## src/rtl/pipe_adder_pkg.sv

```systemverilog
// pipe_adder_pkg: shared types and defaults for the pipelined adder.
// Provides op_e, default sizes and the WIDTH/STAGES legality check.
package pipe_adder_pkg;

   typedef enum logic {
      OP_ADD = 1'b0,
      OP_SUB = 1'b1
   } op_e;

   localparam int WIDTH_DEF  = 64;
   localparam int STAGES_DEF = 4;

   function automatic logic width_ok(int w, int s);
      return (s >= 1) && (s <= w) && ((w % s) == 0);
   endfunction

endpackage

```

## src/rtl/pipe_adder_stage.sv

```systemverilog
// pipe_adder_stage: one registered CW-bit chunk of the carry chain.
// Ports: clk, rst_n, en, a, b, cin -> sum, cout, ovf (+ zin/zout with
// PIPE_ADDER_ZERO_FLAG_EN).
module pipe_adder_stage #(
   parameter int CW = 16
) (
   input  logic          clk,
   input  logic          rst_n,
   input  logic          en,
   input  logic [CW-1:0] a,
   input  logic [CW-1:0] b,
   input  logic          cin,
`ifdef PIPE_ADDER_ZERO_FLAG_EN
   input  logic          zin,
   output logic          zout,
`endif
   output logic [CW-1:0] sum,
   output logic          cout,
   output logic          ovf
);

   logic [CW:0] full;
   logic        c_msb;

   always_comb begin
      full  = {1'b0, a} + {1'b0, b} + {{CW{1'b0}}, cin};
      // carry into the top bit of this chunk
      c_msb = full[CW-1] ^ a[CW-1] ^ b[CW-1];
   end

   always_ff @(posedge clk or negedge rst_n) begin
      if (!rst_n) begin
         sum  <= '0;
         cout <= 1'b0;
         ovf  <= 1'b0;
`ifdef PIPE_ADDER_ZERO_FLAG_EN
         zout <= 1'b0;
`endif
      end else if (en) begin
         sum  <= full[CW-1:0];
         cout <= full[CW];
         ovf  <= c_msb ^ full[CW];
`ifdef PIPE_ADDER_ZERO_FLAG_EN
         zout <= zin & ~|full[CW-1:0];
`endif
      end
   end

endmodule

```

## src/rtl/pipe_adder.sv

```systemverilog
// pipe_adder: WIDTH-bit add/sub split into STAGES registered carry chunks
// with valid/ready on both sides. Optional o_zero: PIPE_ADDER_ZERO_FLAG_EN.
module pipe_adder
   import pipe_adder_pkg::*;
#(
   parameter int WIDTH  = WIDTH_DEF,
   parameter int STAGES = STAGES_DEF
) (
   input  logic             i_clk,
   input  logic             i_rst_n,
   input  logic             i_valid,
   output logic             o_ready,
   input  logic [WIDTH-1:0] i_a,
   input  logic [WIDTH-1:0] i_b,
   input  logic             i_carry_in,
   input  op_e              i_op,
   output logic             o_valid,
   input  logic             i_ready,
   output logic [WIDTH-1:0] o_c,
   output logic             o_carry_out,
`ifdef PIPE_ADDER_ZERO_FLAG_EN
   output logic             o_zero,
`endif
   output logic             o_overflow
);

   localparam int CW = WIDTH / STAGES;

   if (!width_ok(WIDTH, STAGES)) begin : g_bad_cfg
      $error("pipe_adder: WIDTH must be a multiple of STAGES");
   end

   logic              adv;
   logic [STAGES-1:0] v;
   logic [WIDTH-1:0]  b_eff;
   logic              cin_eff;

   logic [CW-1:0] a_s    [STAGES];
   logic [CW-1:0] b_s    [STAGES];
   logic          cin_s  [STAGES];
   logic [CW-1:0] sum_s  [STAGES];
   logic          cout_s [STAGES];
   logic          ovf_s  [STAGES];
`ifdef PIPE_ADDER_ZERO_FLAG_EN
   logic          zin_s  [STAGES];
   logic          zout_s [STAGES];
`endif

   assign b_eff   = (i_op == OP_SUB) ? ~i_b : i_b;
   assign cin_eff = i_carry_in ^ (i_op == OP_SUB);

   // whole pipe moves together; bubbles are kept
   assign adv     = ~v[STAGES-1] | i_ready;
   assign o_ready = adv;
   assign o_valid = v[STAGES-1];

   always_ff @(posedge i_clk or negedge i_rst_n) begin
      if (!i_rst_n) begin
         v <= '0;
      end else if (adv) begin
         v[0] <= i_valid;
         for (int k = 1; k < STAGES; k++) begin
            v[k] <= v[k-1];
         end
      end
   end

   for (genvar k = 0; k < STAGES; k++) begin : g_st
      localparam int UW = WIDTH - (k + 1) * CW;

      // result chunks 0..k, aligned with this stage
      logic [(k+1)*CW-1:0] res;

      if (k == 0) begin : g_in
         assign a_s[k]   = i_a[CW-1:0];
         assign b_s[k]   = b_eff[CW-1:0];
         assign cin_s[k] = cin_eff;
`ifdef PIPE_ADDER_ZERO_FLAG_EN
         assign zin_s[k] = 1'b1;
`endif
         assign res = sum_s[k];
      end else begin : g_in
         logic [k*CW-1:0] lo;

         assign a_s[k]   = g_st[k-1].g_up.a_up[CW-1:0];
         assign b_s[k]   = g_st[k-1].g_up.b_up[CW-1:0];
         assign cin_s[k] = cout_s[k-1];
`ifdef PIPE_ADDER_ZERO_FLAG_EN
         assign zin_s[k] = zout_s[k-1];
`endif

         // skew register for the already-finished low chunks
         always_ff @(posedge i_clk or negedge i_rst_n) begin
            if (!i_rst_n) begin
               lo <= '0;
            end else if (adv) begin
               lo <= g_st[k-1].res;
            end
         end

         assign res = {sum_s[k], lo};
      end

      if (k < STAGES - 1) begin : g_up
         logic [UW-1:0] a_up;
         logic [UW-1:0] b_up;
         logic [UW-1:0] a_nx;
         logic [UW-1:0] b_nx;

         if (k == 0) begin : g_src
            assign a_nx = i_a[WIDTH-1:CW];
            assign b_nx = b_eff[WIDTH-1:CW];
         end else begin : g_src
            assign a_nx = g_st[k-1].g_up.a_up[WIDTH-k*CW-1:CW];
            assign b_nx = g_st[k-1].g_up.b_up[WIDTH-k*CW-1:CW];
         end

         // operand chunks not yet consumed
         always_ff @(posedge i_clk or negedge i_rst_n) begin
            if (!i_rst_n) begin
               a_up <= '0;
               b_up <= '0;
            end else if (adv) begin
               a_up <= a_nx;
               b_up <= b_nx;
            end
         end
      end

      pipe_adder_stage #(
         .CW (CW)
      ) u_stage (
         .clk   (i_clk),
         .rst_n (i_rst_n),
         .en    (adv),
         .a     (a_s[k]),
         .b     (b_s[k]),
         .cin   (cin_s[k]),
`ifdef PIPE_ADDER_ZERO_FLAG_EN
         .zin   (zin_s[k]),
         .zout  (zout_s[k]),
`endif
         .sum   (sum_s[k]),
         .cout  (cout_s[k]),
         .ovf   (ovf_s[k])
      );
   end

   assign o_c         = g_st[STAGES-1].res;
   assign o_carry_out = cout_s[STAGES-1];
   assign o_overflow  = ovf_s[STAGES-1];
`ifdef PIPE_ADDER_ZERO_FLAG_EN
   assign o_zero      = zout_s[STAGES-1];
`endif

endmodule

```

## config.mk

```make
export PLATFORM = sky130hd
export DESIGN_NAME = pipe_adder
export DESIGN_NICKNAME = d
export VERILOG_FILES = /design/src/rtl/pipe_adder_pkg.sv /design/src/rtl/pipe_adder_stage.sv /design/src/rtl/pipe_adder.sv
export SDC_FILE = /design/constraint.sdc
export NUM_CORES = 1
export LEC_CHECK = 0
export BUFFER_PORTS_ARGS = -buffer_cell sky130_fd_sc_hd__buf_4
export CAP_MARGIN = 25
export CORE_MARGIN = 8
export CORE_UTILIZATION = 63
export DETAILED_ROUTE_END_ITERATION = 7
export GPL_TIMING_DRIVEN = 0
export PLACE_DENSITY = 0.94
export SLEW_MARGIN = 20
export SYNTH_ARGS = -nofsm -noshare
export SYNTH_HDL_FRONTEND = slang
export SYNTH_SLANG_ARGS = --single-unit
```

## constraint.sdc

```tcl
create_clock -name i_clk -period 7.6 [get_ports i_clk]
set_clock_uncertainty 0.2 [all_clocks]
set_input_delay 0.38 -clock i_clk [delete_from_list [all_inputs] [get_ports i_clk]]
set_output_delay 0.38 -clock i_clk [all_outputs]
set_load 0.01 [all_outputs]
```

==> results.toml <==
[routing]
detailedRoute.firstIterationViolations = 1588
drcViolationCount = 0
route.antenna.remaining_nets = 0
drt_first_pass_iters = 5
finalWirelength_um = 52140
via_count = 15440
route.detailed.wl_per_inst_um = 19.87
avgViaCountPerCell = 5.882

[global_route]
track_usage_pct = 32.04
grt_first_pass_wirelength_um = 82750
globalRouteOverflowTotal = 0
grt_antenna_before_repair = 4
grt_pass1_vias = 15940
grt_start_max_net_pins = 105

[placement]
hpwlAfterDp_um = 34090
pre_cts_slack_ns = 3.223
placed_area_um2 = 18950
place_inst = 2462
globalplace.congestion = 0.9330
io_buffer_count = 200

[critical_path]
reg2reg_setup_slack_ns = 4.13
biggest_cell_delay_along_the_critical_path_ns = 0.79
timing.critical_path.slowest_stage_cell = "sky130_fd_sc_hd__clkbuf_1"
worst-endpoint-required_ns = 7.82
crit_chain = "clkbuf_1 > buf_1 > xor2_1 > fa_1 > inv_1 > fa_1 > nor2b_1 > o31a_1 > o21ai_0 > a21oi_1 > o21a_1 > o31ai_1"
timing.critical_path.arrival_ns = 4.20
setup.worst_path.class = "in2reg"
worst-path-max-fanout = 10
worst_path_dominant_cell_family = "buffers and inverters"
worst_setup_path_end_kind = "register"
critical_path.n_buffers_inverters = 3
cpMostUsedCell = "sky130_fd_sc_hd__fa_1"
timing.critical_path.from_type = "input pin"

[final_layout]
layout.nets = 2457
finish.instance_area_um2 = 21140
post_route_cells_drive_above_1_share_pct = 12.27
final_cell_count_no_fill = 2624
area.growth.synth_to_final_pct = 24.89
postLayoutCoreUtil_pct = 79.33

[synthesis]
syn_area_per_cell_um2 = 8.826
synth_compound_gate_area_share_pct = 10.30
synthesized_area_fraction_occupied_by_adder_cells_pct = 5.381
synth.area.top_cells = "sky130_fd_sc_hd__dfrtp_1 53%, sky130_fd_sc_hd__nand2_1 18%, sky130_fd_sc_hd__ha_1 4.4%, sky130_fd_sc_hd__xnor2_1 3.3%, sky130_fd_sc_hd__o21ai_0 3.0%"
number_of_enable_flip_flop_cells_after_synthesis = 0
synth.largest_area_cell = "sky130_fd_sc_hd__dfrtp_1"
synth_seq_cells = 361
asyncSetResetFlopFracSynth_pct = 100.0
synthXorXnorAreaFrac_pct = 4.915
postSynthNetCount = 2120
synth_top_flop_cell = "sky130_fd_sc_hd__dfrtp_1"
post_synthesis_instance_area_um2 = 16930
synthSimpleGateAreaFrac_pct = 22.92
netlist.area_leader.share_pct = 53.37
synth_top_cells_by_count = "833 x sky130_fd_sc_hd__nand2_1, 361 x sky130_fd_sc_hd__dfrtp_1, 103 x sky130_fd_sc_hd__o21ai_0"
yosys-mux-area-fraction_pct = 0.3031
synthDistinctLibCells = 59
ys.warnings.count = 0
synth_seq_area_share_pct = 53.37
cells_after_synth = 1918
most_frequent_cell_after_synthesis = "sky130_fd_sc_hd__nand2_1"
synth_top_family_by_area = "simple AND/OR/NAND/NOR gates"

[floorplanning]
ios = 202
fp.coreArea_um2 = 26650
initial_standard_cell_utilization_of_the_core_pct = 63.52
die_height_um = 179.9
floorplan.die_area_um2 = 32370
die_w_um = 179.9
fp-row-count = 60

[cts]
clock_sinks = 361
clock_tree.root_cell = "sky130_fd_sc_hd__clkbuf_16"
worst_skew_pair.late_latency_ns = 0.53
cts-htree-levels = 2
clk_pin_slew_worst_paths_ns = 0.06
clock_path_buffers = 3
cts_buffers = 37
tritoncts = "yes"

[sta]
max-slew-margin-rel_pct = 25.86
finalMaxSlewViolations = 0
max_clock_freq_mhz = 251.2
fin_tns_setup_ns = 0
slew_of_the_pin_with_the_lowest_slew_margin_ns = 1.112
finalWorstSetupSlack_ns = 3.620
hold_viol_final = 0
layout_min_cycle_time_ns = 3.980
post-route-period-util_pct = 52.37
holdWs_ns = 0.03097
report.final.setup_viol = 0
setup_repair_after_global_routing_missed_its_margin = "no"

[power]
report.power.total_mw = 9.090
max-vdd-ir-drop_mv = 0.2277
static-leakage-power_nw = 10.60
power_per_cell_area_nw_per_um2 = 429.9

[flow_run]
max_cap_viols = 0

[run_status]
outcome = "finished clean"

[min_path]
min_path_type = "in2reg"
==> cell usage in the layout (no fill, tap or decap), types with 31 or more instances in the layout <==
master / count
sky130_fd_sc_hd__xnor2_1: 64
sky130_fd_sc_hd__dfrtp_1: 361
sky130_fd_sc_hd__dlygate4sd3_1: 95
sky130_fd_sc_hd__buf_4: 199
sky130_fd_sc_hd__nor2_1: 71
sky130_fd_sc_hd__a21oi_1: 63
sky130_fd_sc_hd__xor2_1: 31
sky130_fd_sc_hd__clkbuf_16: 39
sky130_fd_sc_hd__nand2_1: 833
sky130_fd_sc_hd__ha_1: 60
sky130_fd_sc_hd__o21ai_0: 103
sky130_fd_sc_hd__clkbuf_1: 87
==> timing repair <==
| action | in CTS | in global routing |
|---|---|---|
| hold endpoints to repair | 183 | 0 |
| resized for setup | 0 | 0 |
| buffers inserted | 0 | 0 |
| hold buffers | 95 | 0 |
==> worst paths after layout <==
check | start | to | cells after the start
setup reg to reg | v[3] | g_st[0].g_up.a_up[13] | 7
min in group asynchronous | i_rst_n | g_st[1].g_up.a_up[18] | 2
setup / recovery | i_op | g_st[0].u_stage.sum[14] | 12
hold reg to reg | g_st[3].g_in.lo[7] | g_st[3].g_in.lo[7] | 2
hold / removal | i_b[63] | g_st[0].g_up.b_up[47] | 3
max in group asynchronous | i_rst_n | g_st[2].g_in.lo[13] | 3
==> per-layer routing <==
metal,global-route usage (%),wire length (µm),up-vias
met2,54.76,25360,873
met3,7.984,4969,232
met1,36.50,18600,7371
li1,-,-,6953
met5,0,37,-
met4,17.94,3169,6
==> final cells by class <==
type / count / area, µm²
inverter: 30 / 112.6
fill: 1568 / 5509
buffer: 94 / 362.8
tap: 341 / 426.7
clock buffer: 50 / 1047
timing repair buffer: 298 / 2542
antenna: 1 / 2.502
sequential: 361 / 9034
multi-input combinational: 1433 / 7418
clock inverter: 16 / 195.2
==> cell families (layout without fill, tap and decap cells) <==
| logic type | Yosys count | in the layout |
|---|---|---|
| XOR/XNOR | 95 | 95 |
| adder cells (fa/ha/maj) | 68 | 68 |
| multiplexers | 5 | 5 |
| AND/OR/NAND/NOR | 984 | 984 |
| other | 0 | 1 |
| flip-flops | 361 | 361 |
| buffers and inverters | 124 | 488 |
| AO/OA/AOI/OAI | 281 | 281 |
==> power breakdown <==
group	switching [mW]	total, mW	internal [mW]
logic	2.35	3.86	1.51
clock network	0.771	1.88	1.11
registers	0.564	3.35	2.79
==> flip-flops by register name (all words and copies together) (netlist names) <==
signal / flops
g_st.g_up.b_up: 96
g_st.g_in.lo: 96
g_st.u_stage.cout: 4
g_st.g_up.a_up: 96
g_st.u_stage.ovf: 1
v: 4
g_st.u_stage.sum: 64
==> tightest hold or removal path, stage by stage <==
cell and delay (ns):
sky130_fd_sc_hd__buf_4 0.08, sky130_fd_sc_hd__xnor2_1 0.10, sky130_fd_sc_hd__o21ai_0 0.15
(Power assumes the default switching activity.)
